$ cat src/rtl/ps2_rx_mux.sv
// Multi-channel PS/2 device-to-host receiver: per-channel synchroniser, clock filter,
// frame FSM and FIFO, merged round-robin onto one tagged valid/ready byte stream.
module ps2_rx_mux #(
   parameter int unsigned CHANNELS   = 2,
   parameter int unsigned FIFO_DEPTH = 4,
   parameter int unsigned FILTER     = 8,
   parameter int unsigned TIMEOUT    = 50000,
   localparam int unsigned CW        = (CHANNELS == 1) ? 1 : $clog2(CHANNELS)
) (
   input  logic                CLK50MHZ,
   input  logic                RST,
   input  logic [CHANNELS-1:0] ps2c,
   input  logic [CHANNELS-1:0] ps2d,
   output logic [7:0]          data_o,
   output logic [CW-1:0]       chan_o,
   output logic                err_o,
   output logic                valid_o,
   input  logic                ready_i,
   output logic [CHANNELS-1:0] overflow_o
);

   localparam int unsigned AW  = $clog2(FIFO_DEPTH);
   localparam int unsigned PW  = AW + 1;
   localparam int unsigned FCW = $clog2(FILTER + 1);
   localparam int unsigned TW  = $clog2(TIMEOUT + 1);

   typedef enum logic [1:0] {S_IDLE, S_DATA, S_PAR, S_STOP} rx_state_e;

   logic [CHANNELS-1:0][8:0] head_c;
   logic [CHANNELS-1:0]      nempty_c;
   logic [CHANNELS-1:0]      pop_c;

   genvar g;
   for (g = 0; g < CHANNELS; g++) begin : g_ch
      logic [1:0]     cs_q, cs_d, ds_q, ds_d;
      logic           fclk_q, fclk_d;
      logic [FCW-1:0] fcnt_q, fcnt_d;
      logic           fall_c;
      rx_state_e      st_q, st_d;
      logic [2:0]     bcnt_q, bcnt_d;
      logic [7:0]     sh_q, sh_d;
      logic           perr_q, perr_d;
      logic [TW-1:0]  tmo_q, tmo_d;
      logic           push_c;
      logic [8:0]     push_w_c;
      logic [8:0]     mem_q [FIFO_DEPTH];
      logic [8:0]     mem_d [FIFO_DEPTH];
      logic [PW-1:0]  wp_q, wp_d, rp_q, rp_d;
      logic           ovf_q, ovf_d;
      logic           full_c, empty_c;

      assign cs_d = {cs_q[0], ps2c[g]};
      assign ds_d = {ds_q[0], ps2d[g]};

      // Filtered clock flips only after FILTER consecutive disagreeing samples
      always_comb begin
         fclk_d = fclk_q;
         fcnt_d = '0;
         fall_c = 1'b0;
         if (cs_q[1] != fclk_q) begin
            if (fcnt_q == FCW'(FILTER - 1)) begin
               fclk_d = cs_q[1];
               fall_c = fclk_q;
            end else begin
               fcnt_d = fcnt_q + FCW'(1);
            end
         end
      end

      always_comb begin
         st_d   = st_q;
         bcnt_d = bcnt_q;
         sh_d   = sh_q;
         perr_d = perr_q;
         tmo_d  = tmo_q;
         push_c = 1'b0;
         if (st_q != S_IDLE) tmo_d = fall_c ? '0 : tmo_q + TW'(1);
         if (st_q != S_IDLE && tmo_q == TW'(TIMEOUT)) begin
            st_d = S_IDLE;
         end else if (fall_c) begin
            case (st_q)
               S_IDLE: if (!ds_q[1]) begin
                  st_d   = S_DATA;
                  bcnt_d = '0;
                  tmo_d  = '0;
               end
               S_DATA: begin
                  sh_d   = {ds_q[1], sh_q[7:1]};
                  bcnt_d = bcnt_q + 3'd1;
                  if (bcnt_q == 3'd7) st_d = S_PAR;
               end
               S_PAR: begin
                  perr_d = ~(^{sh_q, ds_q[1]});
                  st_d   = S_STOP;
               end
               S_STOP: begin
                  push_c = 1'b1;
                  st_d   = S_IDLE;
               end
               default: st_d = S_IDLE;
            endcase
         end
      end

      assign push_w_c = {perr_q | ~ds_q[1], sh_q};
      assign empty_c  = (wp_q == rp_q);
      assign full_c   = (wp_q[AW] != rp_q[AW]) && (wp_q[AW-1:0] == rp_q[AW-1:0]);

      // A pop in the same cycle frees the slot, so a push into a full FIFO still lands
      always_comb begin
         mem_d = mem_q;
         wp_d  = wp_q;
         rp_d  = rp_q;
         ovf_d = ovf_q;
         if (pop_c[g]) rp_d = rp_q + PW'(1);
         if (push_c) begin
            if (!full_c || pop_c[g]) begin
               mem_d[wp_q[AW-1:0]] = push_w_c;
               wp_d = wp_q + PW'(1);
            end else begin
               ovf_d = 1'b1;
            end
         end
      end

      always_ff @(posedge CLK50MHZ or posedge RST) begin
         if (RST) begin
            cs_q   <= 2'b11;
            ds_q   <= 2'b11;
            fclk_q <= 1'b1;
            fcnt_q <= '0;
            st_q   <= S_IDLE;
            bcnt_q <= '0;
            sh_q   <= '0;
            perr_q <= 1'b0;
            tmo_q  <= '0;
            mem_q  <= '{default: '0};
            wp_q   <= '0;
            rp_q   <= '0;
            ovf_q  <= 1'b0;
         end else begin
            cs_q   <= cs_d;
            ds_q   <= ds_d;
            fclk_q <= fclk_d;
            fcnt_q <= fcnt_d;
            st_q   <= st_d;
            bcnt_q <= bcnt_d;
            sh_q   <= sh_d;
            perr_q <= perr_d;
            tmo_q  <= tmo_d;
            mem_q  <= mem_d;
            wp_q   <= wp_d;
            rp_q   <= rp_d;
            ovf_q  <= ovf_d;
         end
      end

      assign head_c[g]     = mem_q[rp_q[AW-1:0]];
      assign nempty_c[g]   = ~empty_c;
      assign overflow_o[g] = ovf_q;
   end

   logic [7:0]    data_q, data_d;
   logic [CW-1:0] chan_q, chan_d;
   logic          err_q, err_d;
   logic          valid_q, valid_d;
   logic [CW-1:0] rr_q, rr_d;

   // Round-robin pick starting at rr_q; output register reloads when empty or consumed
   always_comb begin
      int unsigned idx;
      int unsigned sel;
      logic        found;
      data_d  = data_q;
      chan_d  = chan_q;
      err_d   = err_q;
      valid_d = valid_q;
      rr_d    = rr_q;
      pop_c   = '0;
      found   = 1'b0;
      sel     = 0;
      for (int unsigned i = 0; i < CHANNELS; i++) begin
         idx = 32'(rr_q) + i;
         if (idx >= CHANNELS) idx = idx - CHANNELS;
         if (!found && nempty_c[CW'(idx)]) begin
            found = 1'b1;
            sel   = idx;
         end
      end
      if (!valid_q || ready_i) begin
         valid_d = found;
         if (found) begin
            pop_c[CW'(sel)] = 1'b1;
            {err_d, data_d} = head_c[CW'(sel)];
            chan_d          = CW'(sel);
            rr_d            = (sel == CHANNELS - 1) ? '0 : CW'(sel + 1);
         end
      end
   end

   always_ff @(posedge CLK50MHZ or posedge RST) begin
      if (RST) begin
         data_q  <= '0;
         chan_q  <= '0;
         err_q   <= 1'b0;
         valid_q <= 1'b0;
         rr_q    <= '0;
      end else begin
         data_q  <= data_d;
         chan_q  <= chan_d;
         err_q   <= err_d;
         valid_q <= valid_d;
         rr_q    <= rr_d;
      end
   end

   assign data_o  = data_q;
   assign chan_o  = chan_q;
   assign err_o   = err_q;
   assign valid_o = valid_q;

endmodule
$ cat config.mk
export PLATFORM = sky130hd
export DESIGN_NAME = ps2_rx_mux
export DESIGN_NICKNAME = d
export VERILOG_FILES = /design/src/rtl/ps2_rx_mux.sv
export SDC_FILE = /design/constraint.sdc
export NUM_CORES = 1
export LEC_CHECK = 0
export ABC_AREA = 1
export CAP_MARGIN = 20
export CORE_MARGIN = 8
export CORE_UTILIZATION = 55
export DETAILED_ROUTE_END_ITERATION = 16
export PLACE_DENSITY = 0.79
export SYNTH_ARGS = -nofsm -noshare
export SYNTH_HDL_FRONTEND = slang
export SYNTH_SLANG_ARGS = --single-unit
$ cat constraint.sdc
create_clock -name CLK50MHZ -period 12.76 [get_ports CLK50MHZ]
set_clock_uncertainty 0.05 [all_clocks]
set_input_delay 2.552 -clock CLK50MHZ [delete_from_list [all_inputs] [get_ports CLK50MHZ]]
set_output_delay 2.552 -clock CLK50MHZ [all_outputs]
set_load 0.05 [all_outputs]
==> flow_summary.yaml <==
logic_synthesis:
  async_flop_share_pct: 100
  synthFlopType: "dfrtp_1"
  syn_area_per_cell_um2: 8.88
  syn_area_um2: 8930
  yosys_warnings: 0
  synth_edf_count: 0
  synthDistinctLibCells: 50
  synth_fp_nets: 1043
  synth-seq-cells: 176
  syn_inst: 1006
  yosysSeqAreaShare_pct: 49.4
floorplan:
  fp.dieH_um: 143
  dieArea_um2: 20600
  io_pins: 20
  num_rows: 46
  initial_core_util_pct: 56.2
  die_w_um: 143
  core_um2: 15900
cts:
  cts_root_buf: "clkbuf_16"
  clock_latency_ns: 0.43
  cts_tree: "done"
  clkTransAtPathRegs_ns: 0.06
  cts_sinks: 176
  htreeDepth: 4
  cts_buffers: 17
  cts_buffer_depth: 2
  postCtsSetupBuffers: 0
  ctsResizeCount: 0
  hold_buffers: 0
sta:
  fmax_mhz: 236
  finalSetupViolCount: 0
  grt_setup_unrepaired: "false"
  fin_crit_sh_pct: 33.3
  worst_pin_slew_ns: 0.947
  setup_tns_ns: 0
  finalMaxSlewViolations: 0
  hold_viol: 0
  maxSlewHeadroom_pct: 36.9
  period_needed_ns: 4.24
setup_path:
  cp-start-kind: "flop"
  endpoint_kind: "primary output"
  cpPeakStageDelay_ns: 0.83
  cp.required_ns: 10.16
  cp.arrival_ns: 1.64
  worstPathMaxFanout: 2
  critPathSlowestCell: "clkdlybuf4s50_1"
  cpLargestDelayFamily: "buffers and inverters"
  path_cells: "clkdlybuf4s50_1"
  critical_path_class: "flop to primary output"
  path_buf_inv: 1
job:
  maxCapViolations: 0
place:
  dpl.cell_count: 1203
  gp_congestion: 0.793
  place_hpwl_um: 11800
  port_buffers: 19
grt:
  grt_max_degree: 108
  grt_overflow: 0
  grt_pass1_wl_um: 31000
  grt_pass1_vias: 6521
  antenna_found_initial: 0
  track_usage_pct: 18.8
routing:
  wire_per_inst_um: 14.7
  dr.pass1.iters: 5
  ant_nets: 0
  drc: 0
  vias_per_cell: 5.49
  drtIter0Drc: 600
  dr_total_vias: 6780
  wl_um: 18200
finish:
  drive_gt1_share_pct: 12.2
  final_nets: 1043
  fin_cells: 1234
  antenna_cells: 0
  nFillCells: 1336
  syn2layout_area_growth_pct: 9.05
power_and_ir_drop:
  power_mw: 1.53
  p_per_area_nw_per_um2: 157
  peakVddDrop_mv: 0.0925
  leakagePower_nw: 4.63
outcome:
  status: "finished clean"
hold_path:
  hold_class: "flop to flop"
-- report_power, final --
part / internal (mW) / leakage, nW / switching [mW] / total [mW]
sequential: 0.598 / 2.38 / 0.0546 / 0.652
combinational: 0.119 / 1.97 / 0.248 / 0.367
clock: 0.302 / 0.281 / 0.213 / 0.515
-- layer usage --
metal,routed length [um],track usage (%)
met1,8320,24.1
met2,8420,29.9
met3,928,4.35
met4,481,8.19
met5,0,0
-- flip-flops by register name, indices dropped and copies added (netlist names), 6 cells and up --
register     flops
g_ch.sh_q       16
g_ch.rp_q        6
g_ch.mem_q      72
g_ch.tmo_q      32
g_ch.bcnt_q      6
data_o           8
g_ch.fcnt_q      8
g_ch.wp_q        6
-- area by class of cell --
| class | instances | area [um^2] | share of cell area [%] |
|---|---|---|---|
| timing repair buffer | 20 | 198 | 2.03 |
| multi-input combinational | 692 | 3890 | 40.0 |
| inverter | 99 | 379 | 3.89 |
| clock buffer | 21 | 470 | 4.83 |
| clock inverter | 10 | 111 | 1.14 |
| tap | 216 | 270 | 2.77 |
| sequential | 176 | 4420 | 45.3 |
-- per-stage QoR --
stage	hold slack (ns)	instance area [um^2]	setup WS (ns)	util [%]
finish	0.305	9740	8.52	61.3
detailed placement	0.297	9160	7.99	57.7
CTS	0.306	9740	8.46	61.3
global placement	0.296	9160	7.99	57.7
global route	0.309	9740	8.21	61.3
floorplan	0.295	8930	5.40	-
-- synthesized netlist by cell type (9+ instances only) --
library cell	count	area, um^2
a21oi_1	22	110
buf_2	10	50.1
buf_6	9	101
clkbuf_1	12	45.0
dfrtp_1	166	4150
dfstp_2	10	263
ha_1	30	375
inv_1	83	312
inv_2	13	48.8
nand2_1	247	927
nand3_1	39	195
nand4_1	49	307
nor2_1	82	308
o21ai_0	60	300
o21ai_1	22	110
o21ai_2	25	219
o22ai_1	18	113
xnor2_1	12	105
xor2_1	15	131
-- cells by family (layout without fill, tap and decap cells) --
kind of cell	count (synthesis)	count (layout)	share of synthesized area, %
multiplexers	2	2	0.238
adder cells (fa/ha/maj)	30	30	4.20
flip-flops	176	176	49.4
buffers and inverters	138	150	6.95
AO/OA/AOI/OAI	162	162	10.9
XOR/XNOR	28	28	2.83
AND/OR/NAND/NOR	470	470	25.5
-- cell usage in the layout (no fill, tap or decap), types with 3 or more instances in the layout --
cell and instances:
nand3_1 39, nor2_1 82, o21ai_2 25, dfstp_2 10, dfrtp_1 166, nand3_2 5, nand4_1 49, nor3_2 4
o21ai_1 22, nor2_4 3, nor2_2 5, o21ai_0 60, nand2_1 247, nand2_4 7, ha_1 30, o211ai_1 4
nand3_4 7, clkdlybuf4s50_1 19, xnor2_1 12, nor3b_1 4, clkbuf_8 3, a21oi_1 22, nand2_2 3, clkbuf_16 17
inv_2 13, xor2_1 15, clkinv_2 4, inv_1 82, nor3_1 7, clkinvlp_4 3, o22ai_1 18
-- worst register-to-register path: cells and delay by family (launching register included) --
kind	cells	cell delay, ns
and+or+nand+nor	10	1.47
DFF	1	0.77
buffers and inverters	1	0.50
-- worst paths after layout --
check | from | slack (ns) | cells past startpoint | to
min in group asynchronous | RST | 2.64 | 2 | g_ch[1].tmo_q[11]$_DFF_PP0_
max in group asynchronous | RST | 8.53 | 3 | g_ch[1].mem_q[3]$_DFFE_PP0P_
max reg2reg | g_ch[1].rp_q[0]$_DFFE_PP0P_ | 9.86 | 11 | g_ch[0].mem_q[0]$_DFFE_PP0P_
min | g_ch[0].ds_q[0]$_DFF_PP1_ | 0.31 | 0 | g_ch[0].ds_q[1]$_DFF_PP1_
min reg2reg | g_ch[0].ds_q[0]$_DFF_PP1_ | 0.31 | 0 | g_ch[0].ds_q[1]$_DFF_PP1_
max | err_o$_DFFE_PP0P_ | 8.52 | 1 | err_o
No activity file was read; power rests on OpenSTA's default activity.
